--- config.mk ---
export PLATFORM = sky130hd
export DESIGN_NAME = sr_bank_driver_flat
export DESIGN_NICKNAME = d
export VERILOG_FILES = /design/src/rtl/sr_pkg.sv /design/src/rtl/sr_bank_driver_if.sv /design/src/rtl/sr_excite_gen.sv /design/src/rtl/sr_bank_driver.sv /design/src/flat_wrapper.sv
export SDC_FILE = /design/constraint.sdc
export NUM_CORES = 1
export LEC_CHECK = 0
export CAP_MARGIN = 20
export CORE_MARGIN = 2
export CORE_UTILIZATION = 45
export CTS_CLUSTER_DIAMETER = 100
export DETAILED_ROUTE_END_ITERATION = 10
export PLACE_DENSITY = 0.75
export SLEW_MARGIN = 20
export SYNTH_ARGS = -nofsm -noshare
export SYNTH_HDL_FRONTEND = slang
export SYNTH_SLANG_ARGS = --single-unit
--- constraint.sdc ---
create_clock -name clk -period 3.65 [get_ports clk]
set_clock_uncertainty 0.15 [all_clocks]
set_input_delay 0.365 -clock clk [delete_from_list [all_inputs] [get_ports clk]]
set_output_delay 0.365 -clock clk [all_outputs]
set_load 0.005 [all_outputs]
--- src/rtl/sr_pkg.sv ---
// Shared state encoding, per-bit command type and excitation rule for the SR bank driver.
package sr_pkg;

  typedef enum logic [1:0] {
    IDLE   = 2'd0,
    DRIVE  = 2'd1,
    SETTLE = 2'd2,
    CHECK  = 2'd3
  } sr_state_e;

  typedef struct packed {
    logic s;
    logic r;
  } sr_cmd_t;

  // Set only bits that must rise and reset only bits that must fall, so s and r are never both high.
  function automatic sr_cmd_t sr_excite(input logic tgt, input logic q);
    sr_cmd_t cmd;
    cmd.s = tgt & ~q;
    cmd.r = ~tgt & q;
    return cmd;
  endfunction

endpackage

--- src/rtl/sr_bank_driver_if.sv ---
// Target handshake, bank feedback and command/status bundle of the SR bank driver.
// master = the driver block, slave = the control FSM / bank side.
interface sr_bank_driver_if #(
  parameter int WIDTH = 8
);
  logic             tgt_valid;
  logic             tgt_ready;
  logic [WIDTH-1:0] tgt_data;
  logic [WIDTH-1:0] q_fb;
  logic [WIDTH-1:0] s;
  logic [WIDTH-1:0] r;
  logic             done;
  logic             err;
  logic [WIDTH-1:0] err_bits;

  modport master (
    input  tgt_valid, tgt_data, q_fb,
    output tgt_ready, s, r, done, err, err_bits
  );

  modport slave (
    output tgt_valid, tgt_data, q_fb,
    input  tgt_ready, s, r, done, err, err_bits
  );
endinterface

--- src/rtl/sr_excite_gen.sv ---
// Combinational per-bit s/r excitation from a target vector and the bank's current q.
// Zero latency; no backpressure.
module sr_excite_gen
  import sr_pkg::*;
#(
  parameter int WIDTH = 8
) (
  input  logic [WIDTH-1:0] tgt_i,
  input  logic [WIDTH-1:0] q_i,
  output logic [WIDTH-1:0] s_o,
  output logic [WIDTH-1:0] r_o
);

  for (genvar i = 0; i < WIDTH; i++) begin : g_bit
    sr_cmd_t cmd;
    assign cmd    = sr_excite(tgt_i[i], q_i[i]);
    assign s_o[i] = cmd.s;
    assign r_o[i] = cmd.r;
  end

endmodule

--- src/rtl/sr_bank_driver.sv ---
// Drives one-cycle s/r pulses into an SR bank until q_fb matches the accepted target, with bounded retries.
// Latency: done/err 3 cycles after each drive pulse; tgt_ready only in IDLE, no queueing.
module sr_bank_driver
  import sr_pkg::*;
#(
  parameter int WIDTH     = 8,
  parameter int MAX_RETRY = 3
) (
  input  logic             clk,
  input  logic             rst,
  sr_bank_driver_if.master bus
);

  localparam int CNT_W = (MAX_RETRY > 0) ? $clog2(MAX_RETRY + 1) : 1;
  localparam logic [CNT_W-1:0] MAX_CNT = CNT_W'(MAX_RETRY);

  localparam logic [1:0] ST_IDLE   = IDLE;
  localparam logic [1:0] ST_DRIVE  = DRIVE;
  localparam logic [1:0] ST_SETTLE = SETTLE;
  localparam logic [1:0] ST_CHECK  = CHECK;

  logic [1:0]       state_q, state_d;
  logic [WIDTH-1:0] tgt_q, tgt_d;
  logic [CNT_W-1:0] cnt_q, cnt_d;
  logic [WIDTH-1:0] s_q, s_d;
  logic [WIDTH-1:0] r_q, r_d;
  logic             done_q, done_d;
  logic             err_q, err_d;
  logic [WIDTH-1:0] err_bits_q, err_bits_d;

  logic [WIDTH-1:0] exc_tgt;
  logic [WIDTH-1:0] exc_s;
  logic [WIDTH-1:0] exc_r;
  logic             match;

  // The first pulse is computed from the incoming target; retries use the latched one.
  assign exc_tgt = (state_q == ST_IDLE) ? bus.tgt_data : tgt_q;

  sr_excite_gen #(
    .WIDTH(WIDTH)
  ) u_excite (
    .tgt_i(exc_tgt),
    .q_i  (bus.q_fb),
    .s_o  (exc_s),
    .r_o  (exc_r)
  );

  // Case equality so an X/Z on feedback counts as a mismatch rather than a pass.
  assign match = (bus.q_fb === tgt_q);

  always_comb begin
    state_d    = state_q;
    tgt_d      = tgt_q;
    cnt_d      = cnt_q;
    s_d        = '0;
    r_d        = '0;
    done_d     = 1'b0;
    err_d      = 1'b0;
    err_bits_d = err_bits_q;
    case (state_q)
      ST_IDLE: begin
        if (bus.tgt_valid) begin
          tgt_d      = bus.tgt_data;
          cnt_d      = '0;
          err_bits_d = '0;
          s_d        = exc_s;
          r_d        = exc_r;
          state_d    = ST_DRIVE;
        end
      end
      ST_DRIVE:  state_d = ST_SETTLE;
      ST_SETTLE: state_d = ST_CHECK;
      ST_CHECK: begin
        if (match) begin
          done_d  = 1'b1;
          state_d = ST_IDLE;
        end else if (cnt_q == MAX_CNT) begin
          err_d      = 1'b1;
          err_bits_d = bus.q_fb ^ tgt_q;
          state_d    = ST_IDLE;
        end else begin
          cnt_d   = cnt_q + CNT_W'(1);
          s_d     = exc_s;
          r_d     = exc_r;
          state_d = ST_DRIVE;
        end
      end
      default: state_d = ST_IDLE;
    endcase
  end

  always_ff @(posedge clk or posedge rst) begin
    if (rst) begin
      state_q    <= ST_IDLE;
      tgt_q      <= '0;
      cnt_q      <= '0;
      s_q        <= '0;
      r_q        <= '0;
      done_q     <= 1'b0;
      err_q      <= 1'b0;
      err_bits_q <= '0;
    end else begin
      state_q    <= state_d;
      tgt_q      <= tgt_d;
      cnt_q      <= cnt_d;
      s_q        <= s_d;
      r_q        <= r_d;
      done_q     <= done_d;
      err_q      <= err_d;
      err_bits_q <= err_bits_d;
    end
  end

  assign bus.tgt_ready = (state_q == ST_IDLE);
  assign bus.s         = s_q;
  assign bus.r         = r_q;
  assign bus.done      = done_q;
  assign bus.err       = err_q;
  assign bus.err_bits  = err_bits_q;

endmodule

--- src/flat_wrapper.sv ---
// flat-port wrapper written by rule: the top's interface ports become plain ports
module sr_bank_driver_flat import sr_pkg::*;
#(
  parameter int WIDTH     = 8,
  parameter int MAX_RETRY = 3
)
  (clk, rst, bus_tgt_valid, bus_tgt_data, bus_q_fb, bus_tgt_ready, bus_s, bus_r, bus_done, bus_err, bus_err_bits);
  sr_bank_driver_if #(.WIDTH(WIDTH)) bus_i ();
  input  logic clk;
  input  logic rst;
  input wire logic [$bits(bus_i.tgt_valid)-1:0] bus_tgt_valid;
  input wire logic [$bits(bus_i.tgt_data)-1:0] bus_tgt_data;
  input wire logic [$bits(bus_i.q_fb)-1:0] bus_q_fb;
  output wire logic [$bits(bus_i.tgt_ready)-1:0] bus_tgt_ready;
  output wire logic [$bits(bus_i.s)-1:0] bus_s;
  output wire logic [$bits(bus_i.r)-1:0] bus_r;
  output wire logic [$bits(bus_i.done)-1:0] bus_done;
  output wire logic [$bits(bus_i.err)-1:0] bus_err;
  output wire logic [$bits(bus_i.err_bits)-1:0] bus_err_bits;
  assign bus_i.tgt_valid = bus_tgt_valid;
  assign bus_i.tgt_data = bus_tgt_data;
  assign bus_i.q_fb = bus_q_fb;
  assign bus_tgt_ready = bus_i.tgt_ready;
  assign bus_s = bus_i.s;
  assign bus_r = bus_i.r;
  assign bus_done = bus_i.done;
  assign bus_err = bus_i.err;
  assign bus_err_bits = bus_i.err_bits;
  sr_bank_driver #(.WIDTH(WIDTH), .MAX_RETRY(MAX_RETRY)) u_core (.clk(clk), .rst(rst), .bus(bus_i));
endmodule
== After elaboration in Yosys (flattened, before gate mapping) ==
Cells that the tools add are included.
Storage, ports and cells
  register bits after elaboration: 38
  bits of input ports: 19
  word-level logic and storage cells: 82
Cells by class
  add/subtract/negate cells: 1
  equal/unequal tests: 9
  multiplexer cells: 26
  bitwise operators: 33
  reduce and logical (&&, ||, !) cells: 5
Operator list (number)
  two-way mux 8 bit: 10
  one-hot mux 8 bit (2 select lines): 3
  bitwise AND 1 bit: 16
  NOT 1 bit: 16
  two-way mux 2 bit: 5
  === test 8 bit: 1
  one-hot mux 2 bit (4 select lines): 1
  AND reduction 4 bit: 2
  XOR 8 bit: 1
  equality test 2 bit (second input constant): 3
  two-way mux 1 bit: 6
  inequality test 2 bit (second input constant): 3
  one-hot mux 2 bit (2 select lines): 1
  adder 2 x 1 -> 2 bit (second input constant): 1
  equality test 2 x 1 -> 1 bit (second input constant): 1
  zero test 2 bit: 1
  inequality test 2 x 1 -> 1 bit (second input constant): 1
  AND reduction 2 bit: 1
  nonzero test 2 bit: 1

== Depth between registers and ports, before layout ==
  word-level depth: 7
  gate-level depth with buffers: 7
  depth with buffers taken out: 6

== Hierarchy ==
A second synthesis with hierarchy kept.
Second synthesis, totals
  cell total of the unflattened synthesis: 149
  area total of the unflattened synthesis: 1844.3 um^2
By module, submodules not included
  sr_bank_driver: times used 1, cells each 133, area an instance 1704.1 um^2, seq. area each 950.9 um^2
  sr_excite_gen: times used 1, cells each 16, area an instance 140.1 um^2, seq. area each 0.0 um^2

== Worst setup path after synthesis ==
Ideal clock, no wire load.
  path type: register -> register
  from: register u_core.state_q[0]
  to: register u_core.s_q[0], in the netlist u_core.bus.s[0]
  setup time: 0.080 ns
  arrival time: 1.641 ns
  path slack: 1.778 ns
  stages on the path, launching flop included: 8
  buffers on the path: 2
  period minus slack after synthesis: 1.872 ns
  cells stage by stage: dfrtp_1 -> inv_1 -> ha_1 -> clkbuf_1 -> nand3b_1 -> o41a_4 -> buf_6 -> nor3_2
Between the ends
  longest elaborated chain between the ends: 6
  elaborated cells between the ends (all ways): 8
  those cells by class: eq/ne (1); mux (5); bitwise (1); reduce/logical (1)
Ends and longest elaborated chain
  from (decl): RTL line sr_bank_driver.sv:22  | logic [1:0] state_q, state_d;
  from (signal assigned): RTL line sr_bank_driver.sv:103  | state_q <= state_d;
  zero test 2 bit (*)
  net bus_tgt_ready: RTL line flat_wrapper.sv:14  | output wire logic [$bits(bus_i.tgt_ready)-1:0] bus_tgt_ready;
  two-way mux 8 bit: RTL line sr_bank_driver.sv:37  | assign exc_tgt = (state_q == ST_IDLE) ? bus.tgt_data : tgt_q;
  bitwise AND 1 bit: RTL line sr_pkg.sv:19  | cmd.s = tgt & ~q;
  two-way mux 8 bit: RTL line sr_bank_driver.sv:77  | end else if (cnt_q == MAX_CNT) begin
  two-way mux 8 bit: RTL line sr_bank_driver.sv:74  | if (match) begin
  one-hot mux 8 bit (2 select lines) (*): RTL line sr_bank_driver.sv:60  | case (state_q)
  net u_core.s_d[0]: RTL line sr_bank_driver.sv:25  | logic [WIDTH-1:0] s_q, s_d;
  to (signal assigned): RTL line sr_bank_driver.sv:97  | s_q <= '0;
  to (signal assigned): RTL line sr_bank_driver.sv:106  | s_q <= s_d;
  to (decl): RTL line sr_bank_driver.sv:25
The timed path passes the listed nets; every way through them passes the cells marked *.
A chain may end at the register's enable or synchronous reset.

== Worst setup path after layout ==
  from: register u_core.state_q[0]
  to: register u_core.err_bits_q[7], in the netlist u_core.bus.err_bits[7]
Between the ends
  longest elaborated chain between the ends: 3
  elaborated cells between the ends (all ways): 8
  those cells by class: eq/ne (4); mux (1); reduce/logical (3)
Ends and longest elaborated chain
  equality test 2 bit or zero test 2 bit (tied branches): RTL line sr_bank_driver.sv:60
  inequality test 2 x 1 -> 1 bit (no line) (tied with other cells)
  AND reduction 4 bit (no line)
  to (signal assigned): RTL line sr_bank_driver.sv:110  | err_bits_q <= err_bits_d;
  to (decl): RTL line sr_bank_driver.sv:29  | logic [WIDTH-1:0] err_bits_q, err_bits_d;
Several ways; a longest one is shown, not always the timed one.

==> impl_results.md <==
* Initial Util at 46.80%
* Detail-routed via count per cell at 5.244
* Reg clk slew, reported paths at 80 ps
* Synth Cell Area at 1700 sq um
* Seq/Total Area, Yosys at 55.92%
* P_int at 1.190 mW
* CP top delay family: multiplexers
* Met1 Use GR at 21.51%
* Crit Path Max Fanout at 12
* Total routed wirelength at 3.683 mm
* Post-synth EDFFs at 0
* CP startpoint: u_core.state_q[0]
* Hold buffer count at cts at 0
* Fin nets at 216
* Total number of H-tree levels at 2
* Cell Chain, Critical Path: inv_1 -> ha_1 -> mux2i_1 -> nor2_1 -> a32oi_1 -> o21ai_0
* Slowest cell on crit path: mux2i_1
* Fin Setup TNS at 0 ps
* Grt peak-use layer: met2
* Final hold viol count at 0
* Width of the chip at 65.47 um
* Initial antenna violation count at 0
* Die area at 4286 sq um
* # DRC at 0
* Maxcap violations at 0
* RSZ-0062 raised after global routing: no
* R2R Path End: u_core.bus.err_bits[7]
* CP Capture Type: register
* Comb pwr share at 39.9%
* # setup viols final at 0
* Synth top area cells: dfrtp_1 56%, mux2_2 6.0%, mux2i_1 5.3%
* Antenna cells at 0
* Number of core rows at 22
* CTS root buffer: clkbuf_8
* P_sw at 0.5963 mW
* Total clock buffers created by CTS at 5
* Clk pwr share at 24.8%
* Asr flop ratio synth at 100.0%
* Largest net degree at the start of global routing at 39
* Post-route clock period utilization at 73.65%
* Lkg Pwr at 1.010 nW
* Switching Share at 33.39%
* Status: complete, no violations
* WL/cell at 15.22 um
* I/O pins at 46
* Total grt overflow at 0
* Vias in the first global route at 1244
* R2R cell count at 6
* Iter 0 DRT Violations at 59
* CP peak stage delay at 750 ps
* Post-synth cell types at 27
* Port bufs at 45
* GR Util met2 at 30.87%
* Synth Instances at 145
* Post-Syn Area per Cell at 11.73 sq um
* Mapped Nets at 168
* Most numerous cell in the Yosys netlist: dfrtp_1
* RR Startpoint: u_core.state_q[0]
* Most frequent cells after synthesis: 38 x dfrtp_1, 18 x nand2_1, 12 x nor2_1
* Data arrival, critical path at 2710 ps
* Share of the synthesized area in the top cell type at 55.92%
* CTS resizes at 0
* Pre-CTS setup slack at 1048 ps
* Primary FF master, synth: dfrtp_1
* HP Class: in2async
* Achievable Freq at 372.0 MHz
* R2r setup slk at 960 ps
* Clock net sink count at 38
* Worst slew pin tran at 792.7 ps
* Share of cells above drive strength 1 at 10.82%
* #FFs+latches synth at 38
* First-pass GRT wire length at 5.775 mm
* Routed Antenna Nets at 0
* Gpl congestion at 0.8916
* Fin. max-slew vios at 0
* Pwr Density at 767.5 nW/um^2
* CP Capture Point: u_core.bus.err_bits[7]
* CP Data Required Time at 3670 ps
* Via count at 1269
* Core Area at 3633 sq um
* DIE HEIGHT at 65.47 um
* Area Growth Syn to Fin at 36.87%
* Startpoint types: register
* Min Tclk post-route at 2688 ps
* Peak VDD IR at 0.4636 mV
* CTS tree: done
* Total setup buffers inserted after CTS at 0
* Skew-Pair Late Insertion Delay at 300 ps
* Longest Clk Path Bufs at 2
* Post-DP HPWL at 2.612 mm
* Synth warn at 0
* Pre-antenna DRT Iters at 4
* Relative slew slack at 45.64%
* GR Util All Layers at 18.44%
* CP bufs+invs at 1
* CP Depth at 6
* Met3 track demand over resource at 6.336%
* Sequential group share of total power at 35.3%
* PnR worst setup slack at 961.6 ps
* Synth area leader: dfrtp_1
* Worst setup path category: reg2reg
## worst reg2reg max path: stages (launching register included)
cell and delay (ps):
dfrtp_1 390, inv_1 120, ha_1 580, mux2i_1 750
nor2_1 210, a32oi_1 250, o21ai_0 110
## kinds of logic after synthesis
family / Yosys count / share of synthesized area (%)
AND/OR/NAND/NOR: 48 / 13.54
flip-flops: 38 / 55.92
AO/OA/AOI/OAI: 19 / 9.123
multiplexers: 18 / 11.26
buffers and inverters: 10 / 3.090
XOR/XNOR: 8 / 4.121
adder cells (fa/ha/maj): 4 / 2.943
## per-stage QoR
stage | utilization [%] | std cells | cell area (sq um) | power, mW | hold slack (ps)
after floorplan | - | 145 | 1700 | 1.086 | 278.2
after global placement | 60.12 | 234 | 2185 | 1.309 | 340.0
after detailed placement | 60.12 | 234 | 2185 | 1.344 | 351.7
after CTS | 64.05 | 242 | 2327 | 1.795 | 347.6
after global routing | 64.05 | 242 | 2327 | 1.892 | 389.4
final | 64.05 | 242 | 2327 | 1.786 | 329.8
## power groups by stage
stage	Clock, mW	Combinational (mW)	Sequential (mW)
final	0.443	0.713	0.630
after global routing	0.468	0.780	0.644
after floorplan	0	0.455	0.631
after CTS	0.448	0.715	0.631
after global placement	0	0.680	0.629
after detailed placement	0	0.705	0.639
## how the worst min path moves through the flow
stage / from / end / slack (ps) / depth (start not counted)
3_3_place_gp: u_core.bus.err_bits[5] / u_core.bus.err_bits[5] / 340 / 1
4_1_cts: rst / u_core.bus.s[3] / 350 / 3
6_report: rst / u_core.bus.s[2] / 330 / 3
3_5_place_dp: u_core.bus.err_bits[5] / u_core.bus.err_bits[5] / 350 / 1
2_1_floorplan: bus_q_fb[0] / u_core.bus.s[0] / 280 / 1
5_1_grt: rst / u_core.bus.err_bits[7] / 390 / 3
## cell type report
cell class                      instances  area [sq um]
Fill cell                             300          1306
Timing Repair Buffer                   46         457.9
Clock inverter                          2         60.06
Sequential cell                        38         950.9
Inverter                                5         18.77
Clock buffer                            6         82.58
Multi-Input combinational cell         97         696.9
Tap cell                               48         60.06
## registers in the layout (all words and copies together), names as in the netlist
signal               count
u_core.bus.s             8
u_core.bus.err_bits      8
u_core.bus.done          1
u_core.bus.err           1
u_core.cnt_q             2
u_core.bus.r             8
u_core.state_q           2
u_core.tgt_q             8
## metal layers
metal  vias to the layer above  part of all wire [%]
met5                         -                     0
met4                         0                   1.1
met3                         4                   5.4
met2                        45                    52
met1                       617                    42
li1                        603                     -
## layout by cell type, fill, tap and decap left out, types with 2 or more instances in the layout
| cell type | instances |
|---|---|
| a22o_1 | 4 |
| a32oi_1 | 4 |
| bufinv_16 | 2 |
| clkbuf_8 | 6 |
| clkdlybuf4s50_1 | 45 |
| dfrtp_1 | 38 |
| ha_1 | 4 |
| inv_1 | 5 |
| mux2_2 | 9 |
| mux2i_1 | 9 |
| nand2_1 | 18 |
| nor2_1 | 12 |
| nor3_1 | 7 |
| nor3_2 | 2 |
| nor4_1 | 3 |
| o211ai_1 | 2 |
| o21ai_0 | 5 |
| xor2_1 | 8 |
Note: power is estimated with default switching activity, not from simulation.
